File: src/rtl/benes_route_scheduler_if.sv
// Bundle between the route requesters and benes_route_scheduler.
// master: requester side (drives requests, observes grants/completions)
// slave : scheduler side
interface benes_route_scheduler_if #(
    parameter int N_REQ = 4,
    parameter int SEL_W = 5
);
    localparam int GW = (N_REQ > 1) ? $clog2(N_REQ) : 1;

    logic [N_REQ-1:0]       req_valid;
    logic [N_REQ*SEL_W-1:0] req_module_sel;
    logic [N_REQ*SEL_W-1:0] req_slot_sel;
    logic [N_REQ-1:0]       req_ready;
    logic [N_REQ-1:0]       req_done;
    logic [N_REQ-1:0]       req_err;
    logic [SEL_W-1:0]       o_module_select;
    logic [SEL_W-1:0]       o_slot_select;
    logic                   o_cfg_load;
    logic                   o_busy;
    logic [GW-1:0]          o_grant_id;
    logic [31:0]            o_busy_cycles;

    modport master (
        output req_valid, req_module_sel, req_slot_sel,
        input  req_ready, req_done, req_err, o_module_select, o_slot_select,
               o_cfg_load, o_busy, o_grant_id, o_busy_cycles
    );

    modport slave (
        input  req_valid, req_module_sel, req_slot_sel,
        output req_ready, req_done, req_err, o_module_select, o_slot_select,
               o_cfg_load, o_busy, o_grant_id, o_busy_cycles
    );
endinterface

File: src/rtl/benes_route_scheduler.sv
// benes_route_scheduler: round-robin arbiter that sequences one route at a
// time into the shared Benes interconnect (latch selects, load, wait for the
// network latency, then acknowledge the granted requester).
// Optional macro BENES_SCHED_PERF_EN adds a saturating busy-cycle counter.
//
// state | meaning
// IDLE  | round-robin pick, accept one request
// CFG   | selects presented with o_cfg_load strobe
// WAIT  | down-count the network latency
// DONE  | done (and err) pulse to the granted requester
module benes_route_scheduler #(
    parameter int N_REQ     = 4,
    parameter int NUM_SLOT  = 20,
    parameter int SEL_W     = 5,
    parameter int BENES_LAT = 4
) (
    input logic                   clk,
    input logic                   rst_n,
    benes_route_scheduler_if.slave bus
);
    localparam int GW = (N_REQ > 1) ? $clog2(N_REQ) : 1;
    localparam int CW = (BENES_LAT > 1) ? $clog2(BENES_LAT) : 1;

    typedef enum logic [1:0] {IDLE, CFG, WAIT, DONE} state_t;

    state_t           state_q, state_d;
    logic [GW-1:0]    ptr_q, ptr_d;
    logic [GW-1:0]    grant_q, grant_d;
    logic [SEL_W-1:0] mod_q, mod_d, slot_q, slot_d;
    logic             err_q, err_d;
    logic [CW-1:0]    cnt_q, cnt_d;

    logic             found;
    logic [GW-1:0]    pick;
    logic [GW:0]      rr_sum;
    logic [SEL_W-1:0] mod_arr  [N_REQ];
    logic [SEL_W-1:0] slot_arr [N_REQ];
    logic             pick_err;

    for (genvar g = 0; g < N_REQ; g++) begin : g_unpack
        assign mod_arr[g]  = bus.req_module_sel[g*SEL_W +: SEL_W];
        assign slot_arr[g] = bus.req_slot_sel[g*SEL_W +: SEL_W];
    end

    // Round-robin search: first valid requester at or after the pointer
    always_comb begin
        found  = 1'b0;
        pick   = '0;
        rr_sum = '0;
        for (int k = 0; k < N_REQ; k++) begin
            rr_sum = {1'b0, ptr_q} + (GW+1)'(k);
            if (rr_sum >= (GW+1)'(N_REQ)) begin
                rr_sum = rr_sum - (GW+1)'(N_REQ);
            end
            if (!found && bus.req_valid[rr_sum[GW-1:0]]) begin
                found = 1'b1;
                pick  = rr_sum[GW-1:0];
            end
        end
    end

    // Either select outside the routable range sends the request down the error path
    assign pick_err = ({1'b0, mod_arr[pick]}  >= (SEL_W+1)'(NUM_SLOT)) ||
                      ({1'b0, slot_arr[pick]} >= (SEL_W+1)'(NUM_SLOT));

    // Next-state and output decode
    always_comb begin
        state_d = state_q;
        ptr_d   = ptr_q;
        grant_d = grant_q;
        mod_d   = mod_q;
        slot_d  = slot_q;
        err_d   = err_q;
        cnt_d   = cnt_q;

        bus.req_ready  = '0;
        bus.req_done   = '0;
        bus.req_err    = '0;
        bus.o_cfg_load = 1'b0;
        bus.o_busy     = (state_q != IDLE);

        case (state_q)
            IDLE: begin
                if (found) begin
                    bus.req_ready = N_REQ'(1) << pick;
                    grant_d = pick;
                    ptr_d   = (pick == GW'(N_REQ-1)) ? '0 : pick + GW'(1);
                    err_d   = pick_err;
                    if (pick_err) begin
                        state_d = DONE;
                    end else begin
                        // selects only change on a legal route, so an illegal request leaves them intact
                        mod_d   = mod_arr[pick];
                        slot_d  = slot_arr[pick];
                        state_d = CFG;
                    end
                end
            end
            CFG: begin
                bus.o_cfg_load = 1'b1;
                cnt_d   = CW'(BENES_LAT - 1);
                state_d = WAIT;
            end
            WAIT: begin
                if (cnt_q == '0) begin
                    state_d = DONE;
                end else begin
                    cnt_d = cnt_q - CW'(1);
                end
            end
            DONE: begin
                bus.req_done = N_REQ'(1) << grant_q;
                bus.req_err  = err_q ? (N_REQ'(1) << grant_q) : '0;
                state_d = IDLE;
            end
            default: state_d = IDLE;
        endcase
    end

    // State and datapath registers
    always_ff @(posedge clk or negedge rst_n) begin
        if (!rst_n) begin
            state_q <= IDLE;
            ptr_q   <= '0;
            grant_q <= '0;
            mod_q   <= '0;
            slot_q  <= '0;
            err_q   <= 1'b0;
            cnt_q   <= '0;
        end else begin
            state_q <= state_d;
            ptr_q   <= ptr_d;
            grant_q <= grant_d;
            mod_q   <= mod_d;
            slot_q  <= slot_d;
            err_q   <= err_d;
            cnt_q   <= cnt_d;
        end
    end

    assign bus.o_module_select = mod_q;
    assign bus.o_slot_select   = slot_q;
    assign bus.o_grant_id      = grant_q;

`ifdef BENES_SCHED_PERF_EN
    logic [31:0] busy_cnt_q;

    // Saturating count of cycles spent outside IDLE
    always_ff @(posedge clk or negedge rst_n) begin
        if (!rst_n) begin
            busy_cnt_q <= '0;
        end else if (state_q != IDLE && busy_cnt_q != 32'hFFFF_FFFF) begin
            busy_cnt_q <= busy_cnt_q + 32'd1;
        end
    end

    assign bus.o_busy_cycles = busy_cnt_q;
`else
    assign bus.o_busy_cycles = '0;
`endif
endmodule

File: src/flat_wrapper.sv
// flat-port wrapper written by rule: the top's interface ports become plain ports
module benes_route_scheduler_flat 
#(
    parameter int N_REQ     = 4,
    parameter int NUM_SLOT  = 20,
    parameter int SEL_W     = 5,
    parameter int BENES_LAT = 4
)
  (clk, rst_n, bus_req_valid, bus_req_module_sel, bus_req_slot_sel, bus_req_ready, bus_req_done, bus_req_err, bus_o_module_select, bus_o_slot_select, bus_o_cfg_load, bus_o_busy, bus_o_grant_id, bus_o_busy_cycles);
  benes_route_scheduler_if #(.N_REQ(N_REQ), .SEL_W(SEL_W)) bus_i ();
  input logic clk;
  input logic rst_n;
  input wire logic [$bits(bus_i.req_valid)-1:0] bus_req_valid;
  input wire logic [$bits(bus_i.req_module_sel)-1:0] bus_req_module_sel;
  input wire logic [$bits(bus_i.req_slot_sel)-1:0] bus_req_slot_sel;
  output wire logic [$bits(bus_i.req_ready)-1:0] bus_req_ready;
  output wire logic [$bits(bus_i.req_done)-1:0] bus_req_done;
  output wire logic [$bits(bus_i.req_err)-1:0] bus_req_err;
  output wire logic [$bits(bus_i.o_module_select)-1:0] bus_o_module_select;
  output wire logic [$bits(bus_i.o_slot_select)-1:0] bus_o_slot_select;
  output wire logic [$bits(bus_i.o_cfg_load)-1:0] bus_o_cfg_load;
  output wire logic [$bits(bus_i.o_busy)-1:0] bus_o_busy;
  output wire logic [$bits(bus_i.o_grant_id)-1:0] bus_o_grant_id;
  output wire logic [$bits(bus_i.o_busy_cycles)-1:0] bus_o_busy_cycles;
  assign bus_i.req_valid = bus_req_valid;
  assign bus_i.req_module_sel = bus_req_module_sel;
  assign bus_i.req_slot_sel = bus_req_slot_sel;
  assign bus_req_ready = bus_i.req_ready;
  assign bus_req_done = bus_i.req_done;
  assign bus_req_err = bus_i.req_err;
  assign bus_o_module_select = bus_i.o_module_select;
  assign bus_o_slot_select = bus_i.o_slot_select;
  assign bus_o_cfg_load = bus_i.o_cfg_load;
  assign bus_o_busy = bus_i.o_busy;
  assign bus_o_grant_id = bus_i.o_grant_id;
  assign bus_o_busy_cycles = bus_i.o_busy_cycles;
  benes_route_scheduler #(.N_REQ(N_REQ), .NUM_SLOT(NUM_SLOT), .SEL_W(SEL_W), .BENES_LAT(BENES_LAT)) u_core (.clk(clk), .rst_n(rst_n), .bus(bus_i));
endmodule
File: config.mk
export PLATFORM = sky130hd
export DESIGN_NAME = benes_route_scheduler_flat
export DESIGN_NICKNAME = d
export VERILOG_FILES = /design/src/rtl/benes_route_scheduler_if.sv /design/src/rtl/benes_route_scheduler.sv /design/src/flat_wrapper.sv
export SDC_FILE = /design/constraint.sdc
export NUM_CORES = 1
export LEC_CHECK = 0
export BUFFER_PORTS_ARGS = -buffer_cell sky130_fd_sc_hd__buf_2
export CAP_MARGIN = 10
export CORE_MARGIN = 8
export CORE_UTILIZATION = 27
export DETAILED_ROUTE_END_ITERATION = 8
export PLACE_DENSITY = 0.64
export SLEW_MARGIN = 20
export SYNTH_ARGS = -nofsm -noshare
export SYNTH_HDL_FRONTEND = slang
export SYNTH_SLANG_ARGS = --single-unit
export TNS_END_PERCENT = 50
File: constraint.sdc
create_clock -name clk -period 6.6 [get_ports clk]
set_input_delay 1.32 -clock clk [delete_from_list [all_inputs] [get_ports clk]]
set_output_delay 1.32 -clock clk [all_outputs]
set_load 0.02 [all_outputs]
==> results of run 1 <==
worst reg2reg max path, stage by stage, from the launching register on:
cell and delay [ps]:
sky130_fd_sc_hd__dfrtp_1 470, sky130_fd_sc_hd__nor2b_1 170, sky130_fd_sc_hd__o21ai_1 120, sky130_fd_sc_hd__o211a_2 470
sky130_fd_sc_hd__mux2_2 460, sky130_fd_sc_hd__o221ai_4 430, sky130_fd_sc_hd__mux2_4 340
metrics by stage:
| step | hold WS (ps) | worst slack (ps) |
|---|---|---|
| finish | 504 | 2500 |
| global route | 525 | 2390 |
| CTS | 509 | 2470 |
| detailed placement | 490 | 2470 |
| global placement | 488 | 2500 |
| floorplan | 464 | 2770 |
placed cells by master (no fill, tap or decap), types with 5 or more instances in the layout:
master	count
sky130_fd_sc_hd__and2_1	6
sky130_fd_sc_hd__buf_2	71
sky130_fd_sc_hd__conb_1	32
sky130_fd_sc_hd__dfrtp_1	19
sky130_fd_sc_hd__ha_1	9
sky130_fd_sc_hd__inv_1	10
sky130_fd_sc_hd__mux2_2	5
sky130_fd_sc_hd__mux2_4	7
sky130_fd_sc_hd__mux2i_1	6
sky130_fd_sc_hd__nand2_1	14
sky130_fd_sc_hd__nand3_1	16
sky130_fd_sc_hd__nor2_1	8
sky130_fd_sc_hd__nor3_1	5
sky130_fd_sc_hd__o21ai_0	6
per-layer routing:
layer | vias up | global-route usage, %
li1 | 777 | -
met1 | 700 | 11.3
met2 | 66 | 15.7
met3 | 4 | 3.49
met4 | 0 | 3.24
met5 | - | 0
cell usage after synthesis (3+ instances only):
cell type and number:
sky130_fd_sc_hd__nand2_1 14, sky130_fd_sc_hd__nor3b_1 3, sky130_fd_sc_hd__buf_4 32, sky130_fd_sc_hd__nor3_1 5, sky130_fd_sc_hd__mux2_2 5, sky130_fd_sc_hd__mux2_4 7
sky130_fd_sc_hd__o21ai_0 6, sky130_fd_sc_hd__a21oi_1 4, sky130_fd_sc_hd__dfrtp_1 19, sky130_fd_sc_hd__o21ai_1 4, sky130_fd_sc_hd__mux2_1 4, sky130_fd_sc_hd__nand3_1 16
sky130_fd_sc_hd__inv_1 10, sky130_fd_sc_hd__mux2i_1 6, sky130_fd_sc_hd__and2_1 6, sky130_fd_sc_hd__nor2_1 9, sky130_fd_sc_hd__ha_1 9, sky130_fd_sc_hd__a31oi_1 4
cells by family (layout without fill, tap and decap cells):
| group | after synthesis | count (layout) | synth area share (%) |
|---|---|---|---|
| flops | 19 | 19 | 26.1 |
| buf+inv | 49 | 87 | 17.6 |
| compound gates | 35 | 35 | 16.0 |
| fa+ha+maj | 9 | 9 | 6.19 |
| other cells | 1 | 32 | 0.206 |
| xor+xnor | 1 | 1 | 0.482 |
| mux | 22 | 22 | 14.6 |
| simple gates | 63 | 63 | 18.8 |
registers in the layout (all words and copies together), names as in the netlist:
register                    cells
u_core.bus.o_grant_id           2
u_core.ptr_q                    2
u_core.bus.o_module_select      5
u_core.cnt_q                    2
u_core.err_q                    1
u_core.state_q                  2
u_core.bus.o_slot_select        5
power by group:
part | switching, mW | internal, mW | leakage, nW
combinational | 0.362 | 0.255 | 0.921
sequential | 0.0543 | 0.177 | 0.221
clock | 0.0387 | 0.0419 | 0.0255
worst min path at each step:
stage                    to  slack, ps  cells past startpoint
6_report       u_core.err_q        500                      1
5_1_grt        u_core.err_q        520                      1
4_1_cts        u_core.err_q        510                      1
3_5_place_dp   u_core.err_q        490                      1
3_3_place_gp   u_core.err_q        490                      1
2_1_floorplan  u_core.err_q        460                      1
final cells by class:
| cell class | count | area share, % |
|---|---|---|
| multi-input combinational | 162 | 52.8 |
| sequential | 19 | 22.0 |
| timing repair buffer | 71 | 16.4 |
| tap | 80 | 4.62 |
| inverter | 12 | 2.08 |
| clock buffer | 3 | 1.91 |
| clock inverter | 1 | 0.231 |
==> results.json, run 1 <==
{
  "synth-seq-cells": 19,
  "vias_in_the_first_global_route": 1648,
  "numPortBuffers": 71,
  "timing.max_cap.violations": 0,
  "core_area_um2": 6640,
  "floorplan.die_area_um2": 9620,
  "hold_viol_final": 0,
  "initial_standard_cell_utilization_of_the_core_pct": 27.4,
  "crit_arrival_ps": 2780,
  "dr.first_iter.drc_count": 21,
  "finalCriticalPeriod_ps": 4100,
  "std_cell_rows": 30,
  "fin_util_pct": 32.6,
  "timing_worst_setup_path_type": "input port to output port",
  "antenna_violating_nets_remaining": 0,
  "final_layout_size_suffix_gt1_share_pct": 36.9,
  "yosys_warnings": 0,
  "grt_start_max_net_pins": 20,
  "boundaryPins": 104,
  "crit_chain": "buf_2 -> and4b_4 -> a21oi_4 -> nand2_8 -> inv_2 -> ha_1 -> and2_1 -> buf_2",
  "dieWidth_um": 98.1,
  "non_filler_cells_in_the_finished_layout": 348,
  "synth.lib_cells_used.distinct": 46,
  "cts_tree": "done",
  "max_slew.worst_pin.slew_ps": 648,
  "dp_cells": 344,
  "register_area_um2": 475,
  "syn-instance-count": 199,
  "post_dp_cell_area_um2": 2120,
  "grt_pass1_wl_um": 7730,
  "result_of_the_run": "finished clean",
  "slew_violations": 0,
  "detailroute.wirelength.met3_um": 465,
  "crit_fanout": 15,
  "critical_path.n_buffers_inverters": 3,
  "critical_path.reg2reg.endpoint": "u_core.bus.o_slot_select[1]",
  "finalNetCount": 324,
  "place_congestion": 0.773,
  "cts-hold-fix-buffers": 0,
  "synth_async_sr_flop_share_pct": 100,
  "worst_setup_path_end_kind": "output port",
  "global_route.usage.total_pct": 9.61,
  "syn_to_final_growth_pct": 19.0,
  "first_pass_iters": 4,
  "synth_flop_cell": "sky130_fd_sc_hd__dfrtp_1",
  "filler_cell_count": 702,
  "cts-root-to-sink-buffers": 2,
  "synthesis.area_per_instance_um2": 9.14,
  "floorplan.die.height_um": 98.1,
  "final_total_pwr_mw": 0.928,
  "global_route_overflow": 0,
  "final_cell_area_um2": 2160,
  "cp_slowest_cell": "sky130_fd_sc_hd__a21oi_4",
  "detail_route.wirelength.met1_um": 2050,
  "worstSetupStartpointType": "input port",
  "post_cts_buffers": 0,
  "power.static_leakage_nw": 1.17,
  "cts_htree_levels": 1,
  "detailroute.via_count": 1547,
  "maxClockFrequency_mhz": 244,
  "multiInputGateArea_um2": 1140,
  "cts_resized": 0,
  "topRoutingLayerUsed": "met4",
  "peak_supply_drop_v": 0.000155,
  "antenna_cells": 0,
  "timing.clock.skew_ps": 6.71,
  "rsz_0062_raised_after_global_routing": "no",
  "synthTopCellsByArea": "sky130_fd_sc_hd__dfrtp_1 26%, sky130_fd_sc_hd__buf_4 13%, sky130_fd_sc_hd__ha_1 6.2%, sky130_fd_sc_hd__mux2_4 5.8%, sky130_fd_sc_hd__nand3_1 4.4%",
  "cts-root-buf": "sky130_fd_sc_hd__clkbuf_8",
  "timing.hold.worst.class": "flop to flop",
  "power_per_cell_area_nw_per_um2": 429,
  "setup_viol_count_final": 0,
  "postRouteWirelength_um": 4660,
  "post-dp-hpwl_um": 3970,
  "yosysTopAreaCellShare_pct": 26.1,
  "mappedNetlistArea_um2": 1820,
  "crit_family": "simple AND/OR/NAND/NOR gates",
  "slew_headroom_pct": 56.8,
  "grt_antenna_before_repair": 0,
  "remaining_drc_errors": 0,
  "max_stage_delay_ps": 300,
  "cts_inserted_buffers": 3,
  "crit-reg2reg-launch": "u_core.ptr_q[1]",
  "worst_setup_path_startpoint": "bus_req_valid[3]",
  "timing.reg2reg.setup_slack_ps": 4000,
  "clk_transition_reported_paths_ps": 80,
  "setup_tns_ps": 0,
  "crit_cells": 8,
  "worst_ep_required_time_ps": 5280,
  "routed_via_density": 4.45,
  "holdCritStartpoint": "u_core.err_q",
  "synth_enable_flop_cells": 0,
  "setup.worst_path.end": "bus_req_ready[3]",
  "synthDominantAreaCellType": "sky130_fd_sc_hd__dfrtp_1",
  "worst_r2r_path_depth": 6,
  "wire_per_inst_um": 13.4,
  "period_share_pct": 62.0,
  "route.met2.wl_um": 2080,
  "cp_common_cell": "sky130_fd_sc_hd__buf_2",
  "cts_sinks": 19,
  "synth-seq-area-share_pct": 26.1,
  "worst_skew_pair.late_latency_ps": 250
}
Note: power is estimated with default switching activity, not from simulation.
==> inputs of run 2 (changes only) <==
clock period = 4.09 ns   (was 6.6 ns; I/O delays follow)
==> results.json, run 2 (synthesis results as in run 1) <==
{
  "global_route_overflow": 0,
  "timing.clock.skew_ps": 5.38,
  "numPortBuffers": 71,
  "combinationalPowerShare_pct": 66.4,
  "dp_cells": 344,
  "final_total_pwr_mw": 1.51,
  "core_area_um2": 6640,
  "max_slew.worst_pin.slew_ps": 1070,
  "result_of_the_run": "finished clean",
  "grt_start_max_net_pins": 20,
  "p_sw_mw": 0.744,
  "cts-root-to-sink-buffers": 2,
  "finalCriticalPeriod_ps": 3150,
  "detailroute.via_count": 1569,
  "worst_setup_path_end_kind": "output port",
  "cts_inserted_buffers": 3,
  "power.static_leakage_nw": 1.17,
  "clock_power_share_pct": 8.8,
  "slew_headroom_pct": 28.2,
  "non_filler_cells_in_the_finished_layout": 348,
  "hold_slack_ps": 500,
  "routed_via_density": 4.51,
  "clk_transition_reported_paths_ps": 70,
  "dieWidth_um": 98.1,
  "cts-root-buf": "sky130_fd_sc_hd__clkbuf_8",
  "initial_standard_cell_utilization_of_the_core_pct": 27.4,
  "std_cell_rows": 30,
  "cts_resized": 0,
  "vias_in_the_first_global_route": 1665,
  "hold_viol_final": 0,
  "place_congestion": 0.765,
  "rsz_0062_raised_after_global_routing": "no",
  "share_seq_of_total_power_pct": 24.8,
  "maxClockFrequency_mhz": 318,
  "finalNetCount": 324,
  "worstSetupStartpointType": "flop",
  "cts-hold-fix-buffers": 0,
  "setup_tns_ps": 0,
  "timing_worst_setup_path_type": "flop to output port",
  "filler_cell_count": 713,
  "post-dp-hpwl_um": 3960,
  "crit_arrival_ps": 2330,
  "antenna_violating_nets_remaining": 0,
  "cts_tree": "done",
  "floorplan.die_area_um2": 9620,
  "cp_slowest_cell": "sky130_fd_sc_hd__nor2_1",
  "remaining_drc_errors": 0,
  "power_switching_share_pct": 49.3,
  "timing.max_cap.violations": 0,
  "final_common_cell": "sky130_fd_sc_hd__buf_2",
  "cp_common_cell": "sky130_fd_sc_hd__inv_1",
  "worst_ep_required_time_ps": 3270,
  "boundaryPins": 104,
  "peak_supply_drop_v": 0.000293,
  "setup_viol_count_final": 0,
  "dr.first_iter.drc_count": 48,
  "cts_htree_levels": 1,
  "grt_pass1_wl_um": 7820,
  "period_share_pct": 76.9,
  "timing.reg2reg.setup_slack_ps": 1430,
  "first_pass_iters": 4,
  "final_cell_mix": "71 x sky130_fd_sc_hd__buf_2, 32 x sky130_fd_sc_hd__conb_1, 19 x sky130_fd_sc_hd__dfrtp_1",
  "crit_chain": "inv_1 -> ha_1 -> inv_1 -> nor2_1 -> and2_1 -> buf_2",
  "power_per_cell_area_nw_per_um2": 697,
  "slew_violations": 0,
  "final_layout_size_suffix_gt1_share_pct": 36.6,
  "floorplan.die.height_um": 98.1,
  "internal_power_mw": 0.764,
  "max_stage_delay_ps": 820,
  "worst_skew_pair.late_latency_ps": 260,
  "crit_fanout": 15,
  "grt_antenna_before_repair": 0,
  "postRouteWirelength_um": 4740,
  "post_cts_buffers": 0,
  "timing.hold.worst.class": "input port to async pin",
  "syn_to_final_growth_pct": 18.8,
  "antenna_cells": 0,
  "cts_sinks": 19,
  "global_route.usage.total_pct": 9.74,
  "wire_per_inst_um": 13.6
}
-- run 2: cell counts in the layout (fill, tap and decap cells not counted) --
Identical to the previous run, type by type.
-- run 2: worst paths after layout --
kind / from / end / cells after the start
worst max-delay path: u_core.state_q[0] / bus_req_ready[1] / 6
worst min-delay path: rst_n / u_core.bus.o_module_select[4] / 1
worst max register to register: u_core.ptr_q[1] / u_core.bus.o_slot_select[0] / 7
worst min register to register: u_core.err_q / u_core.err_q / 1
max in group asynchronous: rst_n / u_core.bus.o_module_select[2] / 1
min in group clk: u_core.err_q / u_core.err_q / 1
-- run 2: cell type report --
| class | count | area, um2 | area share [%] |
|---|---|---|---|
| flip-flops and latches | 19 | 475 | 22.0 |
| clock buffers | 3 | 41.3 | 1.91 |
| inverters | 12 | 45.0 | 2.08 |
| well taps | 80 | 100 | 4.63 |
| multi-input cells | 162 | 1140 | 52.7 |
| clock inverters | 1 | 5.00 | 0.231 |
| repair buffers | 71 | 355 | 16.4 |
-- run 2: metal layers --
layer  global-route usage, %  part of all wire, %
met5                       0                    0
met2                    15.7                   45
met4                    4.44                  1.7
met3                    2.99                  9.2
met1                    11.6                   44
-- run 2: critical path: cells and delay by family (launching register included) --
kind | cells | cell delay (ps)
adder cells (fa/ha/maj) | 1 | 230
buffers and inverters | 3 | 360
flip-flops | 1 | 410
AND/OR/NAND/NOR | 2 | 1060
-- run 2: per-stage QoR --
stage / instance area, um2 / utilization, % / worst slack, ps
6_report: 2160 / 32.5 / 943
3_5_place_dp: 2120 / 31.8 / 958
2_1_floorplan: 1940 / - / 1270
5_1_grt: 2160 / 32.5 / 757
3_3_place_gp: 2120 / 31.8 / 981
4_1_cts: 2160 / 32.5 / 896
-- run 2: power by group through the flow --
stage                     Clock (mW)  Combinational, mW  Sequential, mW
final                          0.133               1.00           0.373
after global routing           0.145               1.11           0.393
after CTS                      0.140               1.02           0.375
after detailed placement           0               1.01           0.378
after global placement             0              0.999           0.374
after floorplan                    0              0.731           0.434
==> inputs of run 3 (changes only) <==
clock period = 3.1 ns   (was 4.09 ns; I/O delays follow)
==> results.json, run 3 (synthesis results as in run 1) <==
{
  "result_of_the_run": "finished clean",
  "cts_resized": 0,
  "max_slew.worst_pin.slew_ps": 835,
  "post-dp-hpwl_um": 4050,
  "syn_to_final_growth_pct": 19.6,
  "postRouteWirelength_um": 4710,
  "max_stage_delay_ps": 660,
  "worst_ep_required_time_ps": 2480,
  "remaining_drc_errors": 0,
  "rsz_0062_raised_after_global_routing": "no",
  "period_share_pct": 88.5,
  "worst_skew_pair.late_latency_ps": 250,
  "crit_arrival_ps": 2120,
  "cts_htree_levels": 1,
  "cts_inserted_buffers": 3,
  "dp_cells": 346,
  "non_filler_cells_in_the_finished_layout": 350,
  "setup_viol_count_final": 0,
  "timing.clock.skew_ps": 4.48,
  "antenna_cells": 0,
  "final_cell_mix": "71 x sky130_fd_sc_hd__buf_2, 32 x sky130_fd_sc_hd__conb_1, 19 x sky130_fd_sc_hd__dfrtp_1",
  "place_congestion": 0.752,
  "cts-hold-fix-buffers": 0,
  "routed_via_density": 4.44,
  "antenna_violating_nets_remaining": 0,
  "crit_chain": "inv_1 -> ha_1 -> inv_1 -> nor2_1 -> and2_1 -> buf_2",
  "floorplan.die.height_um": 98.1,
  "vias_in_the_first_global_route": 1605,
  "dp_slack_ps": 264,
  "post-route-worst-setup-slack_ps": 358,
  "timing.max_cap.violations": 0,
  "cp_slowest_cell": "sky130_fd_sc_hd__nor2_1",
  "grt_pass1_wl_um": 7850,
  "worstSetupStartpointType": "flop",
  "slew_headroom_pct": 44.1,
  "core_area_um2": 6640,
  "cts_tree": "done",
  "power_per_cell_area_nw_per_um2": 915,
  "detailroute.via_count": 1553,
  "finalCriticalPeriod_ps": 2740,
  "global_route_overflow": 0,
  "fin_util_pct": 32.7,
  "clk_transition_reported_paths_ps": 70,
  "boundaryPins": 104,
  "crit_fanout": 11,
  "timing_worst_setup_path_type": "flop to output port",
  "initial_standard_cell_utilization_of_the_core_pct": 27.4,
  "std_cell_rows": 30,
  "post_cts_buffers": 0,
  "cts_sinks": 19,
  "floorplan.die_area_um2": 9620,
  "grt_start_max_net_pins": 20,
  "cts-root-to-sink-buffers": 2,
  "wire_per_inst_um": 13.5,
  "final_common_cell": "sky130_fd_sc_hd__buf_2",
  "numPortBuffers": 71,
  "final_cell_area_um2": 2180,
  "first_pass_iters": 4,
  "dieWidth_um": 98.1,
  "peak_supply_drop_v": 0.000254,
  "grt_antenna_before_repair": 0,
  "global_route.usage.total_pct": 9.96,
  "worst_setup_path_end_kind": "output port",
  "post_dp_cell_area_um2": 2130,
  "finalNetCount": 326,
  "slew_violations": 0,
  "cts-root-buf": "sky130_fd_sc_hd__clkbuf_8",
  "power.static_leakage_nw": 1.17,
  "setup_tns_ps": 0,
  "maxClockFrequency_mhz": 365,
  "dr.first_iter.drc_count": 49,
  "cp_common_cell": "sky130_fd_sc_hd__inv_1",
  "hold_viol_final": 0,
  "final_layout_size_suffix_gt1_share_pct": 36.7,
  "filler_cell_count": 737,
  "timing.hold.worst.class": "input port to async pin"
}
[run 3: cell types whose count changed in the layout (fill, tap and decap cells not counted)]
cell                       previous run  this run
sky130_fd_sc_hd__buf_4                0         2
sky130_fd_sc_hd__clkbuf_1             0         1
sky130_fd_sc_hd__clkinv_2             1         0
[run 3: path summary, 6_finish.rpt]
| kind | from | end | slack, ps | cells past startpoint |
|---|---|---|---|---|
| hold reg to reg | u_core.err_q | u_core.err_q | 510 | 1 |
| min in group clk | u_core.err_q | u_core.err_q | 510 | 1 |
| setup / recovery | u_core.state_q[0] | bus_req_ready[3] | 360 | 6 |
| hold / removal | rst_n | u_core.ptr_q[0] | 290 | 1 |
| max in group asynchronous | rst_n | u_core.bus.o_slot_select[3] | 2520 | 1 |
| setup reg to reg | u_core.ptr_q[1] | u_core.bus.o_module_select[1] | 550 | 7 |
[run 3: power breakdown]
part | leakage, nW | internal (mW) | switching (mW)
registers | 0.221 | 0.377 | 0.120
logic | 0.931 | 0.554 | 0.771
clock network | 0.0228 | 0.0913 | 0.0776
[run 3: layout make-up]
| type | instances | area [um2] | area share, % |
|---|---|---|---|
| Clock buffer | 4 | 45.0 | 2.07 |
| Inverter | 12 | 45.0 | 2.07 |
| Multi-Input combinational cell | 162 | 1140 | 52.4 |
| Sequential cell | 19 | 475 | 21.9 |
| Tap cell | 80 | 100 | 4.60 |
| Timing Repair Buffer | 73 | 370 | 17.0 |
[run 3: worst max-delay path, delay by kind of cell (launching register included)]
family / cells / cell delay (ps)
fa+ha+maj: 1 / 230
simple gates: 2 / 880
flops: 1 / 400
buf+inv: 3 / 360
[run 3: through the flow]
step	power [mW]	hold WS [ps]
5_1_grt	2.19	311
6_report	1.99	291
3_3_place_gp	1.82	495
4_1_cts	2.02	305
3_5_place_dp	1.84	497
2_1_floorplan	1.54	324
[run 3: metal layers]
| layer | part of all wire (%) | up-vias | track usage (%) |
|---|---|---|---|
| met5 | 0 | - | 0 |
| met4 | 1.7 | 0 | 4.32 |
| met3 | 10 | 5 | 3.41 |
| met2 | 44 | 74 | 15.4 |
| met1 | 45 | 698 | 12.2 |
| li1 | - | 776 | - |
